==> config.mk <==
export PLATFORM = sky130hd
export DESIGN_NAME = multicycle_control_unit
export DESIGN_NICKNAME = d
export VERILOG_FILES = /design/src/rtl/multicycle_control_unit.sv
export SDC_FILE = /design/constraint.sdc
export NUM_CORES = 1
export LEC_CHECK = 0
export ABC_AREA = 1
export BUFFER_PORTS_ARGS = -buffer_cell sky130_fd_sc_hd__buf_2
export CAP_MARGIN = 0
export CORE_AREA = 4 4 51 53
export CTS_CLUSTER_DIAMETER = 150
export DETAILED_ROUTE_END_ITERATION = 10
export DIE_AREA = 0 0 55 57
export HOLD_SLACK_MARGIN = 0.15
export PLACE_DENSITY = 0.87
export SLEW_MARGIN = 10
export SYNTH_ARGS = -nofsm -noshare
export SYNTH_HDL_FRONTEND = slang
export SYNTH_SLANG_ARGS = --single-unit
==> constraint.sdc <==
create_clock -name CLK -period 2.58 [get_ports CLK]
set_clock_uncertainty 0.05 [all_clocks]
set_input_delay 0.516 -clock CLK [delete_from_list [all_inputs] [get_ports CLK]]
set_output_delay 0.516 -clock CLK [all_outputs]
set_load 0.1 [all_outputs]
==> src/rtl/multicycle_control_unit.sv <==
// Multi-cycle control unit for the CPU datapath.
// Sequences each instruction through IF/ID/EXE/MEM/WB and drives the datapath
// control lines from the current state and opcode. Loads and stores wait in
// MEM for mem_ready. If mem_ready stays low for WAIT_MAX cycles the unit sets
// the sticky mem_err flag and parks in HALT.
module multicycle_control_unit #(
  parameter int WAIT_MAX = 15,
  parameter int CNT_W    = 8
) (
  input  logic       CLK,
  input  logic       Reset,
  input  logic [5:0] Ins,
  input  logic       zero,
  input  logic       mem_ready,
  output logic       PCWre,
  output logic       IRWre,
  output logic       InsMemRW,
  output logic       ExtSel,
  output logic       ALUSrcB,
  output logic       PCSrc,
  output logic [2:0] ALUOp,
  output logic       RD,
  output logic       WR,
  output logic       DBDataSrc,
  output logic       RegWre,
  output logic       RegDst,
  output logic [2:0] state,
  output logic       halted,
  output logic       illegal,
  output logic       mem_err
);

  typedef enum logic [2:0] {
    S_IF   = 3'b000,
    S_ID   = 3'b001,
    S_EXE  = 3'b010,
    S_MEM  = 3'b011,
    S_WB   = 3'b100,
    S_HALT = 3'b111
  } state_t;

  localparam logic [5:0] OP_ADDU  = 6'b000000;
  localparam logic [5:0] OP_ADDIU = 6'b000001;
  localparam logic [5:0] OP_SUBU  = 6'b000010;
  localparam logic [5:0] OP_ORI   = 6'b010000;
  localparam logic [5:0] OP_AND   = 6'b010001;
  localparam logic [5:0] OP_OR    = 6'b010010;
  localparam logic [5:0] OP_SW    = 6'b100110;
  localparam logic [5:0] OP_LW    = 6'b100111;
  localparam logic [5:0] OP_BNE   = 6'b110000;
  localparam logic [5:0] OP_HALT  = 6'b111111;

  // This is the last count at which a MEM wait may still end without a timeout.
  localparam logic [CNT_W-1:0] CNT_LAST = CNT_W'(WAIT_MAX - 1);

  state_t           state_q, state_d;
  logic [CNT_W-1:0] cnt_q, cnt_d;
  logic             mem_err_q, mem_err_d;

  // Opcode decode.
  logic [2:0] dec_alu_op;
  logic       dec_srcb, dec_ext, dec_rtype, dec_lw, dec_sw, dec_bne, dec_halt, dec_legal;

  // Decode the opcode into ALU controls and instruction-class flags.
  always_comb begin
    dec_alu_op = 3'b000;
    dec_srcb   = 1'b0;
    dec_ext    = 1'b0;
    dec_rtype  = 1'b0;
    dec_lw     = 1'b0;
    dec_sw     = 1'b0;
    dec_bne    = 1'b0;
    dec_halt   = 1'b0;
    dec_legal  = 1'b1;
    case (Ins)
      OP_ADDU:  dec_rtype = 1'b1;
      OP_ADDIU: dec_srcb  = 1'b1;
      OP_SUBU:  begin dec_rtype = 1'b1; dec_alu_op = 3'b001; end
      OP_ORI:   begin dec_srcb  = 1'b1; dec_alu_op = 3'b011; end
      OP_AND:   begin dec_rtype = 1'b1; dec_alu_op = 3'b100; end
      OP_OR:    begin dec_rtype = 1'b1; dec_alu_op = 3'b011; end
      OP_SW:    begin dec_sw = 1'b1; dec_srcb = 1'b1; dec_ext = 1'b1; end
      OP_LW:    begin dec_lw = 1'b1; dec_srcb = 1'b1; dec_ext = 1'b1; end
      OP_BNE:   begin dec_bne = 1'b1; dec_ext = 1'b1; dec_alu_op = 3'b001; end
      OP_HALT:  dec_halt  = 1'b1;
      default:  dec_legal = 1'b0;
    endcase
  end

  // Compute the next state and the control outputs.
  // While Reset is low, every output is held at its inactive value so that no
  // write enable can glitch high during reset.
  always_comb begin
    state_d   = state_q;
    cnt_d     = cnt_q;
    mem_err_d = mem_err_q;
    PCWre     = 1'b0;
    IRWre     = 1'b0;
    InsMemRW  = 1'b1;
    ExtSel    = 1'b0;
    ALUSrcB   = 1'b0;
    PCSrc     = 1'b0;
    ALUOp     = 3'b000;
    RD        = 1'b1;
    WR        = 1'b1;
    DBDataSrc = 1'b0;
    RegWre    = 1'b0;
    RegDst    = 1'b0;
    halted    = 1'b0;
    illegal   = 1'b0;
    if (Reset) begin
      case (state_q)
        S_IF: begin
          InsMemRW = 1'b1;
          IRWre    = 1'b1;
          state_d  = S_ID;
        end
        S_ID: begin
          if (dec_halt) begin
            state_d = S_HALT;
          end else if (!dec_legal) begin
            // Skip the undefined instruction and fetch the next one.
            illegal = 1'b1;
            PCWre   = 1'b1;
            state_d = S_IF;
          end else begin
            state_d = S_EXE;
          end
        end
        S_EXE: begin
          ALUOp   = dec_alu_op;
          ALUSrcB = dec_srcb;
          ExtSel  = dec_ext;
          if (dec_bne) begin
            PCSrc   = ~zero;
            PCWre   = 1'b1;
            state_d = S_IF;
          end else if (dec_lw || dec_sw) begin
            cnt_d   = '0;
            state_d = S_MEM;
          end else begin
            state_d = S_WB;
          end
        end
        S_MEM: begin
          ALUOp   = dec_alu_op;
          ALUSrcB = dec_srcb;
          ExtSel  = dec_ext;
          RD      = ~dec_lw;
          WR      = ~dec_sw;
          if (mem_ready) begin
            if (dec_sw) begin
              PCWre   = 1'b1;
              state_d = S_IF;
            end else begin
              state_d = S_WB;
            end
          end else if (cnt_q == CNT_LAST) begin
            mem_err_d = 1'b1;
            state_d   = S_HALT;
          end else begin
            cnt_d = cnt_q + CNT_W'(1);
          end
        end
        S_WB: begin
          ALUOp     = dec_alu_op;
          ALUSrcB   = dec_srcb;
          ExtSel    = dec_ext;
          RegWre    = 1'b1;
          RegDst    = dec_rtype;
          DBDataSrc = dec_lw;
          PCWre     = 1'b1;
          state_d   = S_IF;
        end
        S_HALT: begin
          halted = 1'b1;
        end
        default: begin
          state_d = S_IF;
        end
      endcase
    end
  end

  // State, wait counter and sticky error flag; reset aborts any instruction.
  always_ff @(posedge CLK or negedge Reset) begin
    if (!Reset) begin
      state_q   <= S_IF;
      cnt_q     <= '0;
      mem_err_q <= 1'b0;
    end else begin
      state_q   <= state_d;
      cnt_q     <= cnt_d;
      mem_err_q <= mem_err_d;
    end
  end

  assign state   = state_q;
  assign mem_err = mem_err_q;

endmodule

==> run_results.csv <==
group,metric,value,unit
timing,period_share,93.7,%
worst_setup_path,cp_slowest_cell,"nand3_1",
clock_tree,ctsLongestPathBuffers,2,
worst_setup_path,cpLargestDelayFamily,"simple AND/OR/NAND/NOR gates",
worst_setup_path,crit_fanout,9,
flow_run,cap_violations,0,
timing,rsz0062_at_grt,"false",
worst_setup_path,critPathArrivalTime,1.85,ns
global_route,grt_use_met3,4.96,%
yosys,syn_inst,181,
floorplan,die_area,0.00314,sq mm
hold_path,hp-class,"reg -> reg",
pwr,p_seq_share,28.2,%
route,wire_per_inst,11.7,um
global_route,grt_usage,20.7,%
global_route,grt_max_degree,15,
global_route,overflow,0,
route,vias,1236,
worst_setup_path,path_class,"in -> out",
yosys,yosys_warnings,0,
timing,finalHoldViolations,0,
hold_path,min_to,"mem_err",
place,gp_congestion,0.894,
finish,synthToLayoutAreaGrowth,41.5,%
route,drtIter0Drc,64,
worst_setup_path,reg2reg_depth,9,
route,first_pass_iters,4,
clock_tree,cts_made_buffers,3,
yosys,ys_seq_area_share,26.1,%
worst_setup_path,crit_required,2.01,ns
global_route,grt_pass1_wl,4.93,mm
pwr,power.internal,0.494,mW
global_route,grt_pass1_vias,1123,
yosys,synth.avg_cell_area,6.35,sq um
place,dp_hpwl,2.30,mm
yosys,synth_area,0.00115,sq mm
finish,num_antenna_cells,0,
floorplan,coreArea,0.00215,sq mm
yosys,yosysUniqueCellTypes,29,
yosys,syn-num-nets,193,
floorplan,die_y,57,um
global_route,gr-usage-met2,32.8,%
global_route,grt.busiest_layer,"met2",
route,avgViaCountPerCell,5.13,
place,io_buffers,28,
clock_tree,cts.clk_slew.worst_paths,0.06,ns
clock_tree,clock_latency,0.28,ns
clock_tree,htreeDepth,1,
worst_setup_path,setup.worst_path.end_class,"output pin",
yosys,synth_seq_cells,12,
outcome,status,"complete, no violations",
finish,utilization,75.7,%
pwr,power_leakage,0.820,nW
hold_path,min_from,"mem_err",
worst_setup_path,cp-start-kind,"primary input",
clock_tree,clock_sinks,12,
floorplan,start_util,53.5,%
timing,final-max-slew-violation-count,0,
pwr,power_frac_comb,60.8,%
worst_setup_path,rr_endpoint,"cnt_q[6]",
pwr,p_clk_share,11.1,%
route,drtAntennaViolNets,0,
timing,fmax,0.414,GHz
floorplan,rows,17,
worst_setup_path,reg2reg_from,"cnt_q[0]",
clock_tree,clock-root-buffer,"clkbuf_4",
pwr,ir_drop,0.626,mV
pwr,power_density,670,mW/mm^2
global_route,antenna_found_initial,0,
floorplan,io_pins,30,
finish,drive_above_1_share,34.3,%
clock_tree,cts_tree,"yes",
pwr,p_sw,0.596,mW
finish,fillerInstances,167,
finish,stdcell_area,0.00163,sq mm
worst_setup_path,cp_cell_sequence,"buf_2 -> nor2_2 -> nand3_1 -> o21ai_0 -> nor2_1 -> a21oi_4 -> buf_12",
route,wirelength,2.81,mm
global_route,use_met1,28.3,%
worst_setup_path,cp_num_cells,7,
timing,setup_violations,0,
timing,tns,0,ns
worst_setup_path,crit_buf_inv,2,
worst_setup_path,reg2reg_slack,1.03,ns
route,drc,0,
place,postPlaceCellArea,0.00159,sq mm
timing,post-route-min-period,2.42,ns
pwr,sw_frac_of_total,54.7,%
hold_path,hold_depth,1,
finish,fin_nets,226,
floorplan,die_w,55,um
worst_setup_path,slowest_delay,0.27,ns
[cells by family (layout without fill, tap and decap cells)]
logic type,Yosys count,after routing,synth area share [%]
and+or+nand+nor,118,118,46.7
buffers and inverters,26,58,9.68
AOI/OAI and AO/OA,17,17,11.2
DFF,12,12,26.1
xor gates and xnor gates,5,5,3.81
adders and majority gates,2,2,2.18
other,1,1,0.326
[power by group through the flow]
stage,clock (mW),sequential (mW),combinational (mW)
6_report,0.121,0.307,0.663
5_1_grt,0.138,0.316,0.708
4_1_cts,0.126,0.307,0.666
3_5_place_dp,0,0.311,0.661
3_3_place_gp,0,0.306,0.653
2_1_floorplan,0,0.410,0.395
[worst max-delay path by stage]
stage / start / endpoint / slack [ns]
after floorplan: state[1] / RD / -0.04
final: Ins[3] / PCWre / 0.16
after global routing: Ins[3] / PCWre / 0.01
after global placement: Ins[3] / PCWre / 0.21
after detailed placement: Ins[3] / PCWre / 0.18
after CTS: Ins[3] / PCWre / 0.17
[layer usage]
metal | wire [um] | share of wire, %
met1 | 1190 | 42
met5 | 0 | 0
met4 | 23 | 0.82
met3 | 215 | 7.7
met2 | 1380 | 49
[placed cells by master, fill, tap and decap left out, types with 3 or more instances in the layout]
cell / count
nor2_2: 8
nand2_2: 3
nor2_1: 24
dfrtp_4: 3
nand4_1: 3
nand2_1: 50
inv_2: 6
xor2_1: 5
nand3_1: 17
clkbuf_4: 3
o21ai_2: 6
dfrtp_1: 9
o21ai_1: 4
inv_1: 15
buf_12: 13
nor3_1: 3
buf_2: 15
[sequential cells by signal, summed over array words and instances (netlist names)]
name	cells
cnt_q	8
mem_err	1
state	3
[synthesized netlist by cell type]
cell type  count  area [sq um]
o22ai_4        1          20.0
xor2_1         5          43.8
o21a_1         1          7.51
o21ai_0        3          15.0
and3_1         1          6.26
inv_4          1          6.26
o21ai_2        6          52.6
dfrtp_1       12           300
a31o_2         1          8.76
inv_2          6          22.5
o21ai_1        3          15.0
or2_2          2          12.5
inv_1         16          60.1
ha_1           2          25.0
nand3_1       17          85.1
buf_4          1          7.51
nand2_2        3          18.8
nor2_8         1          20.0
buf_6          1          11.3
nor2_1        30           113
conb_1         1          3.75
nor2_2         4          25.0
a21oi_1        2          10.0
nand4_1        3          18.8
nand2_4        2          22.5
nand2_1       50           188
nor4_1         2          12.5
nor3_1         3          15.0
clkinv_1       1          3.75
[repair_timing]
action,CTS,global route
setup buffers,0,0
endpoints found under the hold margin,12,0
gates resized for setup,0,0
hold buffers,1,0
[cell type report]
type | count | area (sq um) | share of cell area, %
repair buffers | 30 | 353 | 21.7
flip-flops and latches | 12 | 312 | 19.2
multi-input cells | 143 | 805 | 49.5
well taps | 28 | 35.0 | 2.15
clock buffers | 4 | 26.3 | 1.62
inverters | 24 | 96.3 | 5.92
[stage by stage]
step                      setup slack (ns)  hold slack (ns)  power, mW  std cells
final                                0.164            0.431       1.09        241
after global routing                0.0118            0.458       1.16        241
after CTS                            0.172            0.436       1.10        241
after detailed placement             0.176            0.418      0.971        236
after global placement               0.208            0.404      0.958        236
after floorplan                    -0.0413            0.170      0.805        181
Power figures use the tool's default switching activity.
